$ cat src/rtl/conv_pe_sequencer_pkg.sv
// Shared constants for the Conv-layer PE sequencer: fp16 words and FSM encodings.
package conv_pe_sequencer_pkg;

  localparam int DATA_WIDTH = 16;

  localparam logic [15:0] FP16_ZERO = 16'h0000;
  localparam logic [15:0] FP16_ONE  = 16'h3C00;

  localparam logic [2:0] ST_IDLE    = 3'd0;
  localparam logic [2:0] ST_CLEAR   = 3'd1;
  localparam logic [2:0] ST_FEED    = 3'd2;
  localparam logic [2:0] ST_CAPTURE = 3'd3;
  localparam logic [2:0] ST_DONE    = 3'd4;

endpackage

$ cat src/rtl/conv_pe_sequencer.sv
// Initiator for one fp16 MAC PE: latches a window/kernel, clears the PE,
// streams N operand pairs, then holds the captured dot product on valid/ready.
module conv_pe_sequencer
  import conv_pe_sequencer_pkg::*;
#(
  parameter int DATA_WIDTH  = 16,
  parameter int KERNEL_SIZE = 3,
  parameter int CNT_WIDTH   = 4
) (
  input  logic                                              clk,
  input  logic                                              reset,
  input  logic                                              start,
  output logic                                              in_ready,
  input  logic [KERNEL_SIZE*KERNEL_SIZE*DATA_WIDTH-1:0]     window,
  input  logic [KERNEL_SIZE*KERNEL_SIZE*DATA_WIDTH-1:0]     kernel,
  output logic [DATA_WIDTH-1:0]                             pe_floatA,
  output logic [DATA_WIDTH-1:0]                             pe_floatB,
  output logic                                              pe_clear,
  input  logic [DATA_WIDTH-1:0]                             pe_result,
  output logic                                              out_valid,
  input  logic                                              out_ready,
  output logic [DATA_WIDTH-1:0]                             out_data
);

  localparam int N = KERNEL_SIZE * KERNEL_SIZE;
  localparam logic [CNT_WIDTH-1:0] LAST_IDX = CNT_WIDTH'(N - 1);

  logic [2:0]                       state_q, state_d;
  logic [CNT_WIDTH-1:0]             idx_q, idx_d;
  logic [N-1:0][DATA_WIDTH-1:0]     win_q, ker_q;
  logic [DATA_WIDTH-1:0]            op_a_q, op_a_d;
  logic [DATA_WIDTH-1:0]            op_b_q, op_b_d;
  logic                             clear_q;
  logic                             valid_q;
  logic [DATA_WIDTH-1:0]            data_q, data_d;
  logic                             accept;

  assign in_ready = (state_q == ST_IDLE);
  assign accept   = in_ready && start;

  always_comb begin
    state_d = state_q;
    idx_d   = idx_q;
    data_d  = data_q;
    case (state_q)
      ST_IDLE:    if (start) state_d = ST_CLEAR;
      ST_CLEAR: begin
        state_d = ST_FEED;
        idx_d   = '0;
      end
      ST_FEED: begin
        if (idx_q == LAST_IDX) state_d = ST_CAPTURE;
        else                   idx_d   = idx_q + 1'b1;
      end
      ST_CAPTURE: begin
        // The last product was accumulated on the edge that entered CAPTURE.
        state_d = ST_DONE;
        data_d  = pe_result;
      end
      ST_DONE:    if (out_ready) state_d = ST_IDLE;
      default:    state_d = ST_IDLE;
    endcase
  end

  // Operands are registered from next-state so they line up with FEED cycles;
  // zero elsewhere keeps the free-running PE accumulator unchanged.
  always_comb begin
    op_a_d = '0;
    op_b_d = '0;
    if (state_d == ST_FEED) begin
      for (int i = 0; i < N; i++) begin
        if (idx_d == CNT_WIDTH'(i)) begin
          op_a_d = win_q[i];
          op_b_d = ker_q[i];
        end
      end
    end
  end

  always_ff @(posedge clk or posedge reset) begin
    if (reset) begin
      state_q <= ST_IDLE;
      idx_q   <= '0;
      win_q   <= '0;
      ker_q   <= '0;
      op_a_q  <= '0;
      op_b_q  <= '0;
      clear_q <= 1'b0;
      valid_q <= 1'b0;
      data_q  <= '0;
    end else begin
      state_q <= state_d;
      idx_q   <= idx_d;
      if (accept) begin
        win_q <= window;
        ker_q <= kernel;
      end
      op_a_q  <= op_a_d;
      op_b_q  <= op_b_d;
      clear_q <= (state_d == ST_CLEAR);
      valid_q <= (state_d == ST_DONE);
      data_q  <= data_d;
    end
  end

  assign pe_floatA = op_a_q;
  assign pe_floatB = op_b_q;
  assign pe_clear  = clear_q;
  assign out_valid = valid_q;
  assign out_data  = data_q;

endmodule

$ cat config.mk
export PLATFORM = sky130hd
export DESIGN_NAME = conv_pe_sequencer
export DESIGN_NICKNAME = d
export VERILOG_FILES = /design/src/rtl/conv_pe_sequencer_pkg.sv /design/src/rtl/conv_pe_sequencer.sv
export SDC_FILE = /design/constraint.sdc
export NUM_CORES = 1
export LEC_CHECK = 0
export BUFFER_PORTS_ARGS = -buffer_cell sky130_fd_sc_hd__buf_2
export CAP_MARGIN = 15
export CORE_ASPECT_RATIO = 1.4
export CORE_UTILIZATION = 49
export DETAILED_ROUTE_END_ITERATION = 8
export GPL_TIMING_DRIVEN = 1
export PLACE_DENSITY = 0.77
export SYNTH_ARGS = -nofsm -noshare
export SYNTH_HDL_FRONTEND = slang
export SYNTH_SLANG_ARGS = --single-unit
$ cat constraint.sdc
create_clock -name clk -period 12.07 [get_ports clk]
set_input_delay 2.414 -clock clk [delete_from_list [all_inputs] [get_ports clk]]
set_output_delay 2.414 -clock clk [all_outputs]
set_load 0.02 [all_outputs]
==> flow_summary.ini <==
[power_and_ir_drop]
clkPwrFrac = 0.181
power_frac_comb = 0.467
p_switching_mw = 2.33
power_mw = 5.83
p_seq_frac = 0.353
internal_power_mw = 3.49
switching_share = 0.400
ir_worst_vdd_mv = 0.182
power_density_mw_per_mm2 = 319
leakagePower_nw = 8.27

[sta]
worst_slack_ps = 6960
fin_worst_skew_ps = 27.4
final.min_clock_period_ps = 5110
setup_violations = 0
maxSlewViolCount = 0
fmax_ghz = 0.196
max_slew.worst_pin.slew_ps = 1100
rsz0062_at_grt = false
hold_slack_ps = 487
slew_headroom = 0.262
min_period_over_period = 0.424
setup_tns_ps = 0
hold_viol = 0

[clocking]
clock-root-buffer = clkbuf_16
cts_setup_buffers = 0
clock_latency_ps = 520
cts_made_buffers = 35
cts_tree = yes
cts_buffer_depth = 3
hold_buffers = 0
clk_pin_slew_worst_paths_ps = 60
cts.sinks = 345
cts.htree.levels = 2
cts_resized = 0

[yosys]
ys_warn_count = 0
yosys-top-cells-count = dfrtp_1, mux2_2, nand2_1
seq_area_frac_synth = 0.571
synth_ff_type = dfrtp_1
ys_types = 68
synth_area_leader_cell = dfrtp_1
synthCells = 1175
async_reset_ff_frac = 1.00
synth_nets = 1485
syn-cell-area_sq_mm = 0.0151
synth_top_area_share = 0.571
post-synth-top-count-cell = dfrtp_1
synth_area_per_cell_sq_um = 12.9
synth_edf_count = 0
synth_area_leaders = dfrtp_1, mux2_2, a21oi_1
ys_ff_latch = 345

[detailed_routing]
drtAntennaViolNets = 0
dr.first_iter.drc_count = 581
vias = 11000
remaining_drc_errors = 0
drtPass1Iterations = 4
vias_per_cell = 5.73
post_drt_wl_per_cell_um = 22.3
routed_wl_mm = 42.9

[floorplan]
dieArea_sq_mm = 0.0316
die_w_um = 150
initial_utilization = 0.502
rows = 75
io_pins = 359
die_h_um = 210
core-area_sq_mm = 0.0301

[finish]
stdcell_count = 1924
final_area_sq_mm = 0.0183
drive_above_1_share = 0.496
final_util = 0.607
syn_to_final_growth_pct = 20.9
nets = 1818

[min_path]
min_from = win_q[142]$_DFFE_PP0P_
hold_depth = 2
hold_path.class = flip-flop to flip-flop
min_to = pe_floatA[14]$_DFF_PP0_

[setup_path]
crit_path_max_fanout = 88
cp_cell_sequence = buf_2 -> and2_4 -> buf_4 -> buf_4 -> mux2_2
regToRegEndpoint = ker_q[37]$_DFFE_PP0P_
endpoint_kind = flip-flop
cp_num_buf_inv = 3
rrSetupSlack_ps = 7820
cp.arrival_ps = 5520
crit_family = buffers and inverters
r2r-start = state_q[2]$_DFF_PP0_
cp_data_required_time_ps = 12480
crit_type = input pin to flip-flop
slowest_delay_ps = 950
slowest_stage = buf_4
cpMostUsedCell = buf_4
startpoint_type = input pin
r2r_cells = 5

[global_route]
grt_first_pass_wirelength_mm = 64.5
grt_pass1_vias = 11500
gr-usage-all-layers = 0.275
antenna_found_initial = 14
overflow = 0
grt_max_degree = 171

[job]
maxCapViolations = 0

[placement]
placed_cells = 1854
place_area_sq_mm = 0.0172
io_buffer_count = 358
hpwlAfterDp_mm = 29.5
pre_cts_ws_ps = 6360
gp_congestion = 0.831

[status]
status = finished clean
==> cell usage in the layout, fill, tap and decap left out, types with 10 or more instances in the layout <==
master,n
mux2i_1,13
o22ai_1,13
buf_4,14
or3_1,10
nand3_1,15
o21ai_0,56
nor3_1,20
dfrtp_1,345
a22o_1,12
a21oi_1,72
a22oi_1,13
a211oi_1,11
nand2_1,94
buf_2,358
nor2_1,13
mux2_2,304
clkbuf_16,35
==> kinds of logic after synthesis <==
group / synth area share
AOI/OAI and AO/OA: 0.102
muxes: 0.235
adders and majority gates: 0.00165
and+or+nand+nor: 0.0631
DFF: 0.571
buffers and inverters: 0.0272
xor gates and xnor gates: 0.000579
==> routing by layer <==
layer / global-route usage / up-vias / wire length (um)
met2: 0.474 / 415 / 22000
met5: 0 / - / 42
met1: 0.305 / 5513 / 15500
met4: 0.166 / 8 / 2490
li1: - / 4970 / -
met3: 0.0615 / 120 / 2810
==> sequential cells by signal, summed over array words and instances, names as in the netlist <==
| register | flops |
|---|---|
| ker_q | 144 |
| out_valid | 1 |
| pe_clear | 1 |
| out_data | 16 |
| pe_floatB | 16 |
| idx_q | 4 |
| pe_floatA | 16 |
| win_q | 144 |
| state_q | 3 |
==> worst max path at each step <==
| stage | from | end | depth (start not counted) |
|---|---|---|---|
| finish | start | ker_q[37]$_DFFE_PP0P_ | 5 |
| global route | start | ker_q[37]$_DFFE_PP0P_ | 5 |
| CTS | start | ker_q[28]$_DFFE_PP0P_ | 5 |
| detailed placement | start | ker_q[37]$_DFFE_PP0P_ | 5 |
| global placement | start | ker_q[21]$_DFFE_PP0P_ | 5 |
| floorplan | reset | idx_q[0]$_DFF_PP0_ | 1 |
==> final cells by class <==
class	instances	area (sq um)
fillers	2425	11800
multi-input cells	744	6090
repair buffers	375	1940
inverters	7	36.3
diodes	9	22.5
well taps	385	482
flip-flops and latches	345	8630
clock buffers	45	953
clock inverters	14	131
==> tightest hold or removal path, stage by stage, from the launching register on <==
cell,delay [ps]
dfrtp_1,340
nand2_1,50
nand3_1,60
==> power by group through the flow <==
stage / registers, mW / clock network [mW] / logic [mW]
after floorplan: 2.04 / 0 / 1.87
after global placement: 2.04 / 0 / 2.67
after detailed placement: 2.07 / 0 / 2.73
after CTS: 2.05 / 1.07 / 2.75
after global routing: 2.13 / 1.11 / 2.93
final: 2.05 / 1.05 / 2.72
Power figures use the tool's default switching activity.
